===== src/rtl/rl_force_tag_pipe_if.sv =====
// Port bundle for the range-limited force tag-alignment stage: pair entry, force
// pipeline output and the aligned, tagged force output.
interface rl_force_tag_pipe_if #(
  parameter int DATA_WIDTH        = 32,
  parameter int CELL_ID_WIDTH     = 3,
  parameter int PARTICLE_ID_WIDTH = 7,
  parameter int ID_WIDTH          = 3*CELL_ID_WIDTH + PARTICLE_ID_WIDTH,
  parameter int INFLIGHT_WIDTH    = 6
);
  logic                         in_valid;
  logic [ID_WIDTH-1:0]          in_nb_id;
  logic [3*CELL_ID_WIDTH-1:0]   in_ref_cell_id;
  logic [PARTICLE_ID_WIDTH-1:0] in_ref_pid;
  logic                         force_valid;
  logic [DATA_WIDTH-1:0]        force_x;
  logic [DATA_WIDTH-1:0]        force_y;
  logic [DATA_WIDTH-1:0]        force_z;
  logic                         out_valid;
  logic [ID_WIDTH-1:0]          out_ref_id;
  logic [ID_WIDTH-1:0]          out_nb_id;
  logic [DATA_WIDTH-1:0]        out_force_x;
  logic [DATA_WIDTH-1:0]        out_force_y;
  logic [DATA_WIDTH-1:0]        out_force_z;
  logic                         out_ref_first;
  logic [INFLIGHT_WIDTH-1:0]    inflight_count;
  logic                         ref_drained;
  logic                         align_error;

  modport master (
    output in_valid, in_nb_id, in_ref_cell_id, in_ref_pid,
    output force_valid, force_x, force_y, force_z,
    input  out_valid, out_ref_id, out_nb_id, out_force_x, out_force_y, out_force_z,
    input  out_ref_first, inflight_count, ref_drained, align_error
  );

  modport slave (
    input  in_valid, in_nb_id, in_ref_cell_id, in_ref_pid,
    input  force_valid, force_x, force_y, force_z,
    output out_valid, out_ref_id, out_nb_id, out_force_x, out_force_y, out_force_z,
    output out_ref_first, inflight_count, ref_drained, align_error
  );
endinterface


===== src/rtl/rl_force_tag_pipe.sv =====
// Carries pair IDs alongside the force pipeline in a matched-latency tag line and
// emits each force with its IDs, first-of-reference flag, in-flight count and alignment check.
module rl_force_tag_pipe #(
  parameter int DATA_WIDTH        = 32,
  parameter int CELL_ID_WIDTH     = 3,
  parameter int PARTICLE_ID_WIDTH = 7,
  parameter int ID_WIDTH          = 3*CELL_ID_WIDTH + PARTICLE_ID_WIDTH,
  parameter int PIPE_LATENCY      = 14,
  parameter int INFLIGHT_WIDTH    = 6
) (
  input logic               clk,
  input logic               rst,
  rl_force_tag_pipe_if.slave bus
);
  localparam int TAG_W = 1 + 2*ID_WIDTH;

  logic [TAG_W-1:0] tag_q [PIPE_LATENCY];
  logic [TAG_W-1:0] tag_d [PIPE_LATENCY];

  logic                      tap_valid;
  logic [ID_WIDTH-1:0]       tap_nb;
  logic [ID_WIDTH-1:0]       tap_ref;

  logic                      out_valid_q, out_valid_d;
  logic [ID_WIDTH-1:0]       out_ref_q, out_ref_d;
  logic [ID_WIDTH-1:0]       out_nb_q, out_nb_d;
  logic [DATA_WIDTH-1:0]     out_fx_q, out_fx_d;
  logic [DATA_WIDTH-1:0]     out_fy_q, out_fy_d;
  logic [DATA_WIDTH-1:0]     out_fz_q, out_fz_d;
  logic                      out_first_q, out_first_d;
  logic [ID_WIDTH-1:0]       last_ref_q, last_ref_d;
  logic                      seen_q, seen_d;
  logic [INFLIGHT_WIDTH-1:0] cnt_q, cnt_d;
  logic                      drained_q, drained_d;
  logic                      err_q, err_d;

  // The ref cell and pid concatenate to exactly the full reference ID.
  assign {tap_valid, tap_nb, tap_ref} = tag_q[PIPE_LATENCY-1];

  always_comb begin
    tag_d[0] = {bus.in_valid, bus.in_nb_id, bus.in_ref_cell_id, bus.in_ref_pid};
    for (int i = 1; i < PIPE_LATENCY; i++) tag_d[i] = tag_q[i-1];
  end

  always_comb begin
    out_valid_d = bus.force_valid;
    out_ref_d   = out_ref_q;
    out_nb_d    = out_nb_q;
    out_fx_d    = out_fx_q;
    out_fy_d    = out_fy_q;
    out_fz_d    = out_fz_q;
    last_ref_d  = last_ref_q;
    seen_d      = seen_q;
    out_first_d = bus.force_valid & (~seen_q | (tap_ref != last_ref_q));
    if (bus.force_valid) begin
      out_ref_d  = tap_ref;
      out_nb_d   = tap_nb;
      out_fx_d   = bus.force_x;
      out_fy_d   = bus.force_y;
      out_fz_d   = bus.force_z;
      last_ref_d = tap_ref;
      seen_d     = 1'b1;
    end

    cnt_d = cnt_q;
    err_d = err_q | (tap_valid != bus.force_valid);
    if (bus.in_valid && !bus.force_valid) begin
      if (&cnt_q) err_d = 1'b1;
      else        cnt_d = cnt_q + INFLIGHT_WIDTH'(1);
    end else if (bus.force_valid && !bus.in_valid) begin
      if (cnt_q == '0) err_d = 1'b1;
      else             cnt_d = cnt_q - INFLIGHT_WIDTH'(1);
    end
    drained_d = (cnt_d == '0);
  end

  always_ff @(posedge clk or posedge rst) begin
    if (rst) begin
      for (int i = 0; i < PIPE_LATENCY; i++) tag_q[i] <= '0;
      out_valid_q <= 1'b0;
      out_ref_q   <= '0;
      out_nb_q    <= '0;
      out_fx_q    <= '0;
      out_fy_q    <= '0;
      out_fz_q    <= '0;
      out_first_q <= 1'b0;
      last_ref_q  <= '0;
      seen_q      <= 1'b0;
      cnt_q       <= '0;
      drained_q   <= 1'b1;
      err_q       <= 1'b0;
    end else begin
      for (int i = 0; i < PIPE_LATENCY; i++) tag_q[i] <= tag_d[i];
      out_valid_q <= out_valid_d;
      out_ref_q   <= out_ref_d;
      out_nb_q    <= out_nb_d;
      out_fx_q    <= out_fx_d;
      out_fy_q    <= out_fy_d;
      out_fz_q    <= out_fz_d;
      out_first_q <= out_first_d;
      last_ref_q  <= last_ref_d;
      seen_q      <= seen_d;
      cnt_q       <= cnt_d;
      drained_q   <= drained_d;
      err_q       <= err_d;
    end
  end

  assign bus.out_valid      = out_valid_q;
  assign bus.out_ref_id     = out_ref_q;
  assign bus.out_nb_id      = out_nb_q;
  assign bus.out_force_x    = out_fx_q;
  assign bus.out_force_y    = out_fy_q;
  assign bus.out_force_z    = out_fz_q;
  assign bus.out_ref_first  = out_first_q;
  assign bus.inflight_count = cnt_q;
  assign bus.ref_drained    = drained_q;
  assign bus.align_error    = err_q;
endmodule


===== src/flat_wrapper.sv =====
// flat-port wrapper written by rule: the top's interface ports become plain ports
module rl_force_tag_pipe_flat 
#(
  parameter int DATA_WIDTH        = 32,
  parameter int CELL_ID_WIDTH     = 3,
  parameter int PARTICLE_ID_WIDTH = 7,
  parameter int ID_WIDTH          = 3*CELL_ID_WIDTH + PARTICLE_ID_WIDTH,
  parameter int PIPE_LATENCY      = 14,
  parameter int INFLIGHT_WIDTH    = 6
)
  (clk, rst, bus_in_valid, bus_in_nb_id, bus_in_ref_cell_id, bus_in_ref_pid, bus_force_valid, bus_force_x, bus_force_y, bus_force_z, bus_out_valid, bus_out_ref_id, bus_out_nb_id, bus_out_force_x, bus_out_force_y, bus_out_force_z, bus_out_ref_first, bus_inflight_count, bus_ref_drained, bus_align_error);
  rl_force_tag_pipe_if #(.DATA_WIDTH(DATA_WIDTH), .CELL_ID_WIDTH(CELL_ID_WIDTH), .PARTICLE_ID_WIDTH(PARTICLE_ID_WIDTH), .ID_WIDTH(ID_WIDTH), .INFLIGHT_WIDTH(INFLIGHT_WIDTH)) bus_i ();
  input logic clk;
  input logic rst;
  input wire logic [$bits(bus_i.in_valid)-1:0] bus_in_valid;
  input wire logic [$bits(bus_i.in_nb_id)-1:0] bus_in_nb_id;
  input wire logic [$bits(bus_i.in_ref_cell_id)-1:0] bus_in_ref_cell_id;
  input wire logic [$bits(bus_i.in_ref_pid)-1:0] bus_in_ref_pid;
  input wire logic [$bits(bus_i.force_valid)-1:0] bus_force_valid;
  input wire logic [$bits(bus_i.force_x)-1:0] bus_force_x;
  input wire logic [$bits(bus_i.force_y)-1:0] bus_force_y;
  input wire logic [$bits(bus_i.force_z)-1:0] bus_force_z;
  output wire logic [$bits(bus_i.out_valid)-1:0] bus_out_valid;
  output wire logic [$bits(bus_i.out_ref_id)-1:0] bus_out_ref_id;
  output wire logic [$bits(bus_i.out_nb_id)-1:0] bus_out_nb_id;
  output wire logic [$bits(bus_i.out_force_x)-1:0] bus_out_force_x;
  output wire logic [$bits(bus_i.out_force_y)-1:0] bus_out_force_y;
  output wire logic [$bits(bus_i.out_force_z)-1:0] bus_out_force_z;
  output wire logic [$bits(bus_i.out_ref_first)-1:0] bus_out_ref_first;
  output wire logic [$bits(bus_i.inflight_count)-1:0] bus_inflight_count;
  output wire logic [$bits(bus_i.ref_drained)-1:0] bus_ref_drained;
  output wire logic [$bits(bus_i.align_error)-1:0] bus_align_error;
  assign bus_i.in_valid = bus_in_valid;
  assign bus_i.in_nb_id = bus_in_nb_id;
  assign bus_i.in_ref_cell_id = bus_in_ref_cell_id;
  assign bus_i.in_ref_pid = bus_in_ref_pid;
  assign bus_i.force_valid = bus_force_valid;
  assign bus_i.force_x = bus_force_x;
  assign bus_i.force_y = bus_force_y;
  assign bus_i.force_z = bus_force_z;
  assign bus_out_valid = bus_i.out_valid;
  assign bus_out_ref_id = bus_i.out_ref_id;
  assign bus_out_nb_id = bus_i.out_nb_id;
  assign bus_out_force_x = bus_i.out_force_x;
  assign bus_out_force_y = bus_i.out_force_y;
  assign bus_out_force_z = bus_i.out_force_z;
  assign bus_out_ref_first = bus_i.out_ref_first;
  assign bus_inflight_count = bus_i.inflight_count;
  assign bus_ref_drained = bus_i.ref_drained;
  assign bus_align_error = bus_i.align_error;
  rl_force_tag_pipe #(.DATA_WIDTH(DATA_WIDTH), .CELL_ID_WIDTH(CELL_ID_WIDTH), .PARTICLE_ID_WIDTH(PARTICLE_ID_WIDTH), .ID_WIDTH(ID_WIDTH), .PIPE_LATENCY(PIPE_LATENCY), .INFLIGHT_WIDTH(INFLIGHT_WIDTH)) u_core (.clk(clk), .rst(rst), .bus(bus_i));
endmodule

===== config.mk =====
export PLATFORM = sky130hd
export DESIGN_NAME = rl_force_tag_pipe_flat
export DESIGN_NICKNAME = d
export VERILOG_FILES = /design/src/rtl/rl_force_tag_pipe_if.sv /design/src/rtl/rl_force_tag_pipe.sv /design/src/flat_wrapper.sv
export SDC_FILE = /design/constraint.sdc
export NUM_CORES = 1
export LEC_CHECK = 0
export BUFFER_PORTS_ARGS = -buffer_cell sky130_fd_sc_hd__buf_2
export CELL_PAD_IN_SITES_DETAIL_PLACEMENT = 0
export CELL_PAD_IN_SITES_GLOBAL_PLACEMENT = 1
export CORE_MARGIN = 4
export CORE_UTILIZATION = 47
export CTS_BUF_LIST = sky130_fd_sc_hd__clkbuf_8 sky130_fd_sc_hd__clkbuf_16
export DETAILED_ROUTE_END_ITERATION = 12
export PLACE_DENSITY = 0.8
export REMOVE_ABC_BUFFERS = 1
export SLEW_MARGIN = 25
export SYNTH_ARGS = -nofsm -noshare
export SYNTH_HDL_FRONTEND = slang
export SYNTH_SLANG_ARGS = --single-unit

===== constraint.sdc =====
create_clock -name clk -period 22.9 [get_ports clk]
set_input_delay 3.435 -clock clk [delete_from_list [all_inputs] [get_ports clk]]
set_output_delay 3.435 -clock clk [all_outputs]
set_load 0.02 [all_outputs]

== Word level (Yosys, flattened, before mapping) ==
Index checks and enable logic that the tools add are counted.
Operators by class
  add/sub/neg operators: 2
  equality and inequality tests: 2
  muxes and demuxes: 8
  bitwise gates (word level): 4
  reductions and logical operators: 7
Operators by type and width (number)
  6-bit 2-to-1 mux: 4
  16-bit != test: 1
  6-bit logical NOT: 2
  6-bit by 1-bit adder with 6-bit output, second input constant: 1
  6-bit AND reduction: 1
  6-bit by 1-bit subtractor with 6-bit output, second input constant: 1
  1-bit 2-to-1 mux: 4
  1-bit logical AND: 2
  1-bit logical NOT: 2
  1-bit OR: 2
  1-bit bitwise AND: 1
  1-bit != test: 1
  1-bit NOT: 1
Word-level totals
  register bits after elaboration: 601
  input bits: 132
  output and inout port bits: 138
  word-level logic and storage cells: 48

== Depth between registers and ports, before layout ==
Gate-level depths: netlist (run 1).
  depth after elaboration: 5
  mapped depth: 7
  gate-level depth less buffers: 7

== Worst setup path after synthesis (run 1) ==
No wires, ideal clock.
  path type: input to register
  start point: in bus_force_valid
  end point: reg u_core.out_fx_q[10], in the netlist u_core.bus.out_force_x[10]
  setup time: 0.125 ns
  arrival: 4.669 ns
  data required time: 22.775 ns
  setup slack: 18.107 ns
  stages on the path: 4
  buffers on the path: 3
  cells stage by stage: clkbuf_1 clkbuf_1 buf_1 mux2_2
RTL lines
  start, declared: line flat_wrapper.sv:19  | input wire logic [$bits(bus_i.force_valid)-1:0] bus_force_valid;
  end signal, assigned: line rl_force_tag_pipe.sv:97  | out_fx_q <= out_fx_d;
  end, declared: line rl_force_tag_pipe.sv:27  | logic [DATA_WIDTH-1:0] out_fx_q, out_fx_d;
No word-level cell between the ends.

==> results of run 1 <==
## flip-flops by register name, indices dropped and copies added (netlist names)
register,count
u_core.bus.inflight_count,6
u_core.bus.out_force_y,32
u_core.tag_q,33
u_core.bus.align_error,1
u_core.bus.ref_drained,1
u_core.seen_q,1
u_core.bus.out_ref_id,16
u_core.bus.out_force_x,32
u_core.bus.out_nb_id,16
u_core.bus.out_force_z,32
u_core.tag_d,429
u_core.bus.out_valid,1
u_core.bus.out_ref_first,1
## layer usage
layer | GRT usage | vias to the layer above
li1 | - | 3400
met1 | 0.192 | 3947
met5 | 0 | -
met4 | 0.0453 | 0
met2 | 0.243 | 223
met3 | 0.0344 | 58
## power breakdown
part / switching, µW / internal [µW]
clock: 376 / 533
sequential: 38.1 / 1130
combinational: 102 / 65.0
total: 516 / 1730
## synth_stat cells (all sizes together) (2+ instances only)
library cell / n / area share
o21ai: 5 / 0.0015
a211oi: 7 / 0.0031
clkbuf: 10 / 0.0022
or2: 2 / 0.00073
nand2b: 2 / 0.00073
dfrtp: 600 / 0.87
nor3: 2 / 0.00058
nand4: 3 / 0.0011
nor2b: 2 / 0.00073
xnor2: 16 / 0.0081
nor3b: 2 / 0.0015
ha: 3 / 0.0022
nor4bb: 2 / 0.0015
and2: 4 / 0.0015
a21oi: 5 / 0.0015
nand2: 3 / 0.00065
nor2: 2 / 0.00044
buf: 8 / 0.0019
nand3: 4 / 0.0012
inv: 7 / 0.0015
nor4: 3 / 0.0015
mux2: 128 / 0.084
## stage by stage
stage | utilization | instances
3_3_place_gp | 0.534 | 1555
5_1_grt | 0.586 | 1653
2_1_floorplan | - | 818
3_5_place_dp | 0.534 | 1555
4_1_cts | 0.585 | 1652
6_report | 0.586 | 1654
## cells by family after synthesis
logic type / count (synthesis) / share of synthesized area
compound gates: 27 / 0.0113
xor+xnor: 16 / 0.00815
fa+ha+maj: 3 / 0.00218
buf+inv: 25 / 0.00560
flops: 601 / 0.874
mux: 128 / 0.0838
simple gates: 36 / 0.0145
## worst max-delay path, stage by stage
cell and delay [ns]:
buf_2 0.13, clkinv_8 0.46, buf_4 0.82, buf_4 0.84, buf_6 0.69
## how the worst max path moves through the flow
stage                     from                                      to  depth (start not counted)
final                      rst              u_core.tag_d[32]$_DFF_PP0_                          5
after detailed placement   rst             u_core.tag_d[341]$_DFF_PP0_                          5
after global placement     rst  u_core.bus.inflight_count[4]$_DFF_PP0_                          5
after global routing       rst             u_core.tag_d[100]$_DFF_PP0_                          5
after CTS                  rst              u_core.tag_d[32]$_DFF_PP0_                          5
after floorplan            rst        u_core.bus.align_error$_DFF_PP0_                          1
## layout make-up
class | count | area share
sequential | 601 | 0.716
clock buffer | 66 | 0.0733
tap | 461 | 0.0275
antenna | 1 | 0.000119
multi-input combinational | 210 | 0.0983
inverter | 7 | 0.00185
timing repair buffer | 277 | 0.0686
clock inverter | 31 | 0.0145
==> impl_metrics.toml, run 1 <==
[sta]
relSlewSlack = 0.393
rsz0062_at_grt = "false"
fin_skew_ns = 0.0112
final.setup.worst_slack_ns = 17.06
fin_crit_sh = 0.255
finalSetupViolations = 0
hold_ws_ns = 0.339
max_freq_mhz = 171
maxSlewViolCount = 0
tns_ns = 0
hold_viol_final = 0
min_period_ns = 5.84
worst_pin_slew_ns = 0.911

[clock_tree]
htree_levels = 2
clkLatencyLatePin_ns = 0.57
postCtsSetupBuffers = 0
hold_buffers = 0
root_buffer = "clkbuf_16"
numCtsBuffers = 55
clock-sinks = 601
clk_path_buf_depth = 3
tritoncts = "yes"
cts.reportedPaths.clkPinSlew_ns = 0.06
cts_resized = 0

[min_path]
hold_depth = 0
min_to = "u_core.tag_d[170]$_DFF_PP0_"
hold_class = "reg2reg"
worstHoldStart = "u_core.tag_d[203]$_DFF_PP0_"

[final_layout]
nFillCells = 2600
multiInputGateArea_um2 = 2060
final_layout_size_suffix_gt1_frac = 0.421
final_common_cell = "dfrtp_1"
final_cell_mix = "dfrtp_1, buf_2, mux2_2"
synthToLayoutAreaGrowth_pct = 22.1
register_area_um2 = 15000
fin_area_um2 = 21000
layout.nets = 1287

[route]
wire_per_inst_um = 17.5
drtPass1Iterations = 4
met2WireLength_um = 14900
drt-vias-per-instance = 4.61
wl_met3_um = 1590
routedLengthMet1_um = 11700
drt-total-wl_um = 28900
vias = 7628
drt_iter0_drc = 296
highest_layer = "met4"
ant_nets = 0
route.detailed.drc = 0

[global_route]
grt_pass1_vias = 8327
grt_max_degree = 145
grt_first_pass_wirelength_um = 45300
grt_remaining_overflow = 0
grt.total_usage = 0.145
antenna_found_initial = 1

[floorplan]
core_area_um2 = 35800
io_pins = 270
start_util = 0.480
die_h_um = 199
rows = 69
die_area_um2 = 39700
die_x_um = 199

[setup_path]
worst_r2r_endpoint = "u_core.bus.ref_drained$_DFF_PP1_"
criticalPathCategory = "in2async"
arrival_ns = 6.46
crit_path_end_kind = "async pin"
crit_fanout = 144
worst_setup_path_start_kind = "primary input"
r2r_cells = 7
r2r_slack_ns = 20.66
worstPathRequired_ns = 23.51
r2r-start = "u_core.bus.inflight_count[0]$_DFF_PP0_"

[place]
place_area_um2 = 19100
place_ws_ns = 15.65
hpwl_um = 16900
port-buffer-count = 269
place.gp.congestion = 0.814

[synthesis]
yosysSeqAreaShare = 0.874
synth-seq-cells = 601
netlist_area_um2 = 17200
syn_avg_cell_area_um2 = 20.6
synth_cell_types = 43
ys_warn_count = 0
synth_cells = 836
synthArstFlopShare = 1.00
synth_edf_count = 0
synth_flop_cell = "dfrtp_1"

[power_and_ir_drop]
leakage_uw = 0.00977
p_per_area_nw_per_um2 = 107
total_power_uw = 2250
peakVddDrop_mv = 0.0518

[status]
status = "completed"

[job]
maxCapViolCount = 0
No activity file was read; power rests on OpenSTA's default activity.
==> run 2: changes to the inputs <==
- clock period: 22.9 -> 6 ns (I/O delays scaled with it)
==> impl_metrics.toml, run 2 (synthesis gave the netlist of run 1 again) <==
[status]
status = "completed"

[min_path]
worstHoldStart = "u_core.tag_d[228]$_DFF_PP0_"
hold_depth = 0
hold_class = "reg2reg"

[place]
place.gp.congestion = 0.752
place_ws_ns = 2.96
port-buffer-count = 269
hpwl_um = 15900
place_area_um2 = 19100
placed_cells = 1554

[route]
drt_iter0_drc = 224
drtPass1Iterations = 4
vias = 7492
drt-vias-per-instance = 4.53
drt-total-wl_um = 26600
ant_nets = 0
route.detailed.drc = 0
wire_per_inst_um = 16.1

[clock_tree]
postCtsSetupBuffers = 0
hold_buffers = 0
numCtsBuffers = 55
htree_levels = 2
root_buffer = "clkbuf_16"
clock-sinks = 601
cts_resized = 0
clkLatencyLatePin_ns = 0.57
cts.reportedPaths.clkPinSlew_ns = 0.06
tritoncts = "yes"
clk_path_buf_depth = 3

[final_layout]
fin_area_um2 = 21100
final_cell_mix = "dfrtp_1, buf_2, mux2_2"
stdcell_count = 1655
largest_reg_flops = 429
multiInputGateArea_um2 = 2060
register_area_um2 = 15000
final_common_cell = "dfrtp_1"
final_layout_size_suffix_gt1_frac = 0.424
synthToLayoutAreaGrowth_pct = 22.8
utilization = 0.590
nFillCells = 2642
layout.nets = 1285

[setup_path]
worstPathRequired_ns = 6.48
r2r-start = "u_core.bus.inflight_count[0]$_DFF_PP0_"
crit_fanout = 85
crit_path_end_kind = "flip-flop"
criticalPathCategory = "in2reg"
cp_slowest_cell = "or4b_4"
crit_path_max_incr_delay_ns = 0.59
critical_path.cell_chain = "buf_6, or4b_4, nor3b_2, o21ba_1, a22oi_1, nor4bb_2"
arrival_ns = 2.96
worst_setup_path_start_kind = "primary input"
startpoint = "bus_force_valid"
r2r_cells = 7

[sta]
fin_crit_sh = 0.414
rsz0062_at_grt = "false"
maxSlewViolCount = 0
worst_pin_slew_ns = 0.847
max_freq_mhz = 402
hold_viol_final = 0
final.setup.worst_slack_ns = 3.51
min_period_ns = 2.49
relSlewSlack = 0.435
fin_skew_ns = 0.0270
finalSetupViolations = 0

[power_and_ir_drop]
p_clk_frac = 0.418
pwr-share-seq = 0.510
power_frac_comb = 0.072
p_switching_uw = 1940
total_power_uw = 8740
swShare = 0.222
leakage_uw = 0.00982
p_per_area_nw_per_um2 = 414
peakVddDrop_mv = 0.257
internal_power_uw = 6810

[floorplan]
die_h_um = 199
core_area_um2 = 35800
die_area_um2 = 39700
die_x_um = 199
start_util = 0.480
rows = 69
io_pins = 270

[global_route]
grt_remaining_overflow = 0
grt_first_pass_wirelength_um = 42200
grt_pass1_vias = 8161
grt.total_usage = 0.133
antenna_found_initial = 0
grt_max_degree = 153

[job]
maxCapViolCount = 0
run 2: cell types whose count changed in the layout (fill, tap and decap cells not counted), sizes merged:
cell	change
diode	+1
buf	-2
clkinv	-1
inv	-4
bufinv	+4
clkbuf	+4
clkinvlp	-1
run 2: routing by layer:
layer,vias to the layer above,share of wire,track usage
li1,3400,-,-
met4,0,0.029,0.0502
met2,195,0.51,0.219
met3,58,0.052,0.0309
met5,-,0,0
met1,3839,0.41,0.176
run 2: worst paths after layout:
kind                                                    end  slack [ns]
setup / recovery           u_core.bus.ref_drained$_DFF_PP1_        3.51
hold / removal                  u_core.tag_d[195]$_DFF_PP0_        0.32
setup reg to reg           u_core.bus.ref_drained$_DFF_PP1_        3.79
hold reg to reg                 u_core.tag_d[195]$_DFF_PP0_        0.32
max in group asynchronous       u_core.tag_d[239]$_DFF_PP0_        4.08
min in group asynchronous       u_core.tag_d[404]$_DFF_PP0_        0.51
run 2: per-stage QoR:
step           hold slack, ns  TNS (ns)
3_3_place_gp            0.331         0
6_report                0.323         0
5_1_grt                 0.341         0
2_1_floorplan           0.331  -7039.77
4_1_cts                 0.322         0
3_5_place_dp            0.335         0
run 2: area by class of cell:
cell class | instances | area share
Clock buffer | 70 | 0.0749
Tap cell | 461 | 0.0273
Timing Repair Buffer | 275 | 0.0675
Multi-Input combinational cell | 210 | 0.0977
Clock inverter | 29 | 0.0186
Antenna cell | 2 | 0.000237
Sequential cell | 601 | 0.712
Inverter | 7 | 0.00160
run 2: power groups by stage:
stage | clock network, µW | registers [µW] | logic [µW]
2_1_floorplan | 0 | 4640 | 259
3_3_place_gp | 0 | 4510 | 628
3_5_place_dp | 0 | 4530 | 641
4_1_cts | 3770 | 4460 | 644
5_1_grt | 3950 | 4490 | 693
6_report | 3650 | 4460 | 633
run 2: critical path: cells and delay by family:
family	cells	cell delay (ns)
AOI/OAI and AO/OA	2	0.38
buffers and inverters	1	0.48
and+or+nand+nor	3	1.10
==> run 3: changes to the inputs <==
- ABC_AREA: default -> 1
- CORE_UTILIZATION: 47 -> 46
- PLACE_DENSITY: 0.8 -> 0.81
- clock period: 6 -> 2.6 ns (I/O delays scaled with it)
==> impl_metrics.toml, run 3 <==
[clock_tree]
tritoncts = "yes"
clock-sinks = 601
clk_path_buf_depth = 3
clkLatencyLatePin_ns = 0.60
root_buffer = "clkbuf_16"
hold_buffers = 125
numCtsBuffers = 56
htree_levels = 2
cts.reportedPaths.clkPinSlew_ns = 0.06
cts_resized = 0
postCtsSetupBuffers = 0

[power_and_ir_drop]
p_per_area_nw_per_um2 = 895
p_switching_uw = 4710
p_clk_frac = 0.411
swShare = 0.233
power_frac_comb = 0.081
internal_power_uw = 15500
peakVddDrop_mv = 0.676
leakage_uw = 0.0112
pwr-share-seq = 0.508
total_power_uw = 20200

[final_layout]
stdcell_count = 2136
final_common_cell = "dfrtp_1"
diodes = 0
layout.nets = 1723
multiInputGateArea_um2 = 2040
synthToLayoutAreaGrowth_pct = 30.3
register_area_um2 = 15000
utilization = 0.612
final_cell_mix = "dfrtp_1, nand2_1, buf_2"
largest_reg_flops = 429
nFillCells = 2748
final_layout_size_suffix_gt1_frac = 0.241

[min_path]
hold_depth = 3
worstHoldStart = "bus_force_z[1]"
min_to = "u_core.bus.out_force_z[1]$_DFFE_PP0P_"
hold_class = "in2reg"

[setup_path]
r2r_cells = 8
startpoint = "u_core.bus.inflight_count[2]$_DFF_PP0_"
crit_path_end_kind = "output port"
critPathBufInv = 1
worst_r2r_endpoint = "u_core.bus.ref_drained$_DFF_PP1_"
cp_slowest_cell = "dfrtp_1"
r2r_slack_ns = 0.90
critPathTopFamily = "flip-flops"
worst_setup_path_start_kind = "flip-flop"
worstPathRequired_ns = 2.21
criticalPathCategory = "reg2out"
arrival_ns = 1.41
critical_path.cell_chain = "buf_2"
crit_fanout = 10
crit_path_max_incr_delay_ns = 0.58
r2r-start = "u_core.bus.inflight_count[0]$_DFF_PP0_"

[route]
wire_per_inst_um = 13.8
drt-vias-per-instance = 4.35
ant_nets = 0
drt_iter0_drc = 570
vias = 9300
drtPass1Iterations = 5
route.detailed.drc = 0
drt-total-wl_um = 29400

[global_route]
grt_max_degree = 115
grt_remaining_overflow = 0
antenna_found_initial = 0
grt_pass1_vias = 9899
grt.total_usage = 0.147
grt_first_pass_wirelength_um = 49300

[sta]
rsz0062_at_grt = "false"
max_freq_mhz = 556
tns_ns = 0
relSlewSlack = 0.645
min_period_ns = 1.80
fin_skew_ns = 0.0168
finalSetupViolations = 0
maxSlewViolCount = 0
hold_viol_final = 0
fin_crit_sh = 0.692
worst_pin_slew_ns = 0.533

[floorplan]
die_h_um = 202
die_area_um2 = 40800
die_x_um = 202
rows = 70
io_pins = 270
core_area_um2 = 36900
start_util = 0.470

[place]
hpwl_um = 17100
port-buffer-count = 269
place.gp.congestion = 0.755
placed_cells = 1909

[synthesis]
ys_warn_count = 0
synth_top_area_share = 0.867
synth_common_cells = "dfrtp_1, nand2_1, nor2_1"
synth_flop_cell = "dfrtp_1"
synth_cells = 1152
synthArstFlopShare = 1.00
syn_avg_cell_area_um2 = 15.0
netlist_area_um2 = 17300
synth_edf_count = 0
synth-seq-cells = 601
synth_most_common_cell = "dfrtp_1"
synth_cell_types = 28
synth_area_leader_cell = "dfrtp_1"
yosysSeqAreaShare = 0.868
synth.top_cells.by_area = "dfrtp_1, nand2_1, buf_2, nand3_1, nor2_1"

[status]
status = "completed"

[job]
maxCapViolCount = 0
## run 3: changes by cell type in the layout (fill, tap and decap cells not counted), moves of 11 or more
| cell | before | now |
|---|---|---|
| dlygate4sd3_1 | 0 | 125 |
| inv_1 | 13 | 28 |
| mux2_2 | 128 | 0 |
| nand2_1 | 3 | 413 |
| nand3_1 | 4 | 15 |
| nor2_1 | 2 | 20 |
## run 3: cell families (layout without fill, tap and decap cells)
| kind of cell | Yosys count | in the layout | share of synthesized area |
|---|---|---|---|
| simple gates | 465 | 465 | 0.105 |
| flops | 601 | 601 | 0.868 |
| buf+inv | 55 | 535 | 0.0139 |
| fa+ha+maj | 3 | 3 | 0.00217 |
| xor+xnor | 8 | 8 | 0.00404 |
| compound gates | 20 | 20 | 0.00621 |
## run 3: layout make-up
type                            count  area share
Tap cell                          504      0.0279
Clock inverter                     35      0.0182
Clock buffer                       67      0.0688
Timing Repair Buffer              410       0.124
Multi-Input combinational cell    496      0.0905
Inverter                           23     0.00427
Sequential cell                   601       0.666
## run 3: tightest hold or removal path, stage by stage
cell	delay, ns
buf_2	0.09
nand2_1	0.05
nand2_1	0.06
## run 3: per-stage QoR
stage	setup slack (ns)	area, µm²	hold WS, ns
global route	0.675	22600	0.0181
global placement	0.727	19400	0.331
floorplan	-14.61	17200	0.331
finish	0.800	22600	0.0429
CTS	0.751	22600	0.000908
detailed placement	0.655	19400	0.335
## run 3: worst max-delay path by stage
stage                                            end  slack, ns  cells past startpoint
CTS                            bus_inflight_count[2]       0.75                      1
floorplan           u_core.bus.align_error$_DFF_PP0_     -14.61                      1
global route                   bus_inflight_count[2]       0.68                      1
global placement    u_core.bus.ref_drained$_DFF_PP1_       0.73                      9
finish                         bus_inflight_count[2]       0.80                      1
detailed placement  u_core.bus.ref_drained$_DFF_PP1_       0.65                      9
## run 3: metal layers
| layer | wire length (µm) | GRT usage | up-vias |
|---|---|---|---|
| li1 | - | - | 4411 |
| met4 | 1100 | 0.0608 | 0 |
| met5 | 0 | 0 | - |
| met1 | 12000 | 0.191 | 4532 |
| met2 | 14500 | 0.239 | 280 |
| met3 | 1790 | 0.0398 | 77 |
## run 3: power by group through the flow
| stage | clock [µW] | combinational, µW | sequential [µW] |
|---|---|---|---|
| 2_1_floorplan | 0 | 619 | 10600 |
| 3_3_place_gp | 0 | 1470 | 10400 |
| 3_5_place_dp | 0 | 1500 | 10400 |
| 4_1_cts | 8600 | 1650 | 10300 |
| 5_1_grt | 9030 | 1810 | 10300 |
| 6_report | 8310 | 1630 | 10300 |
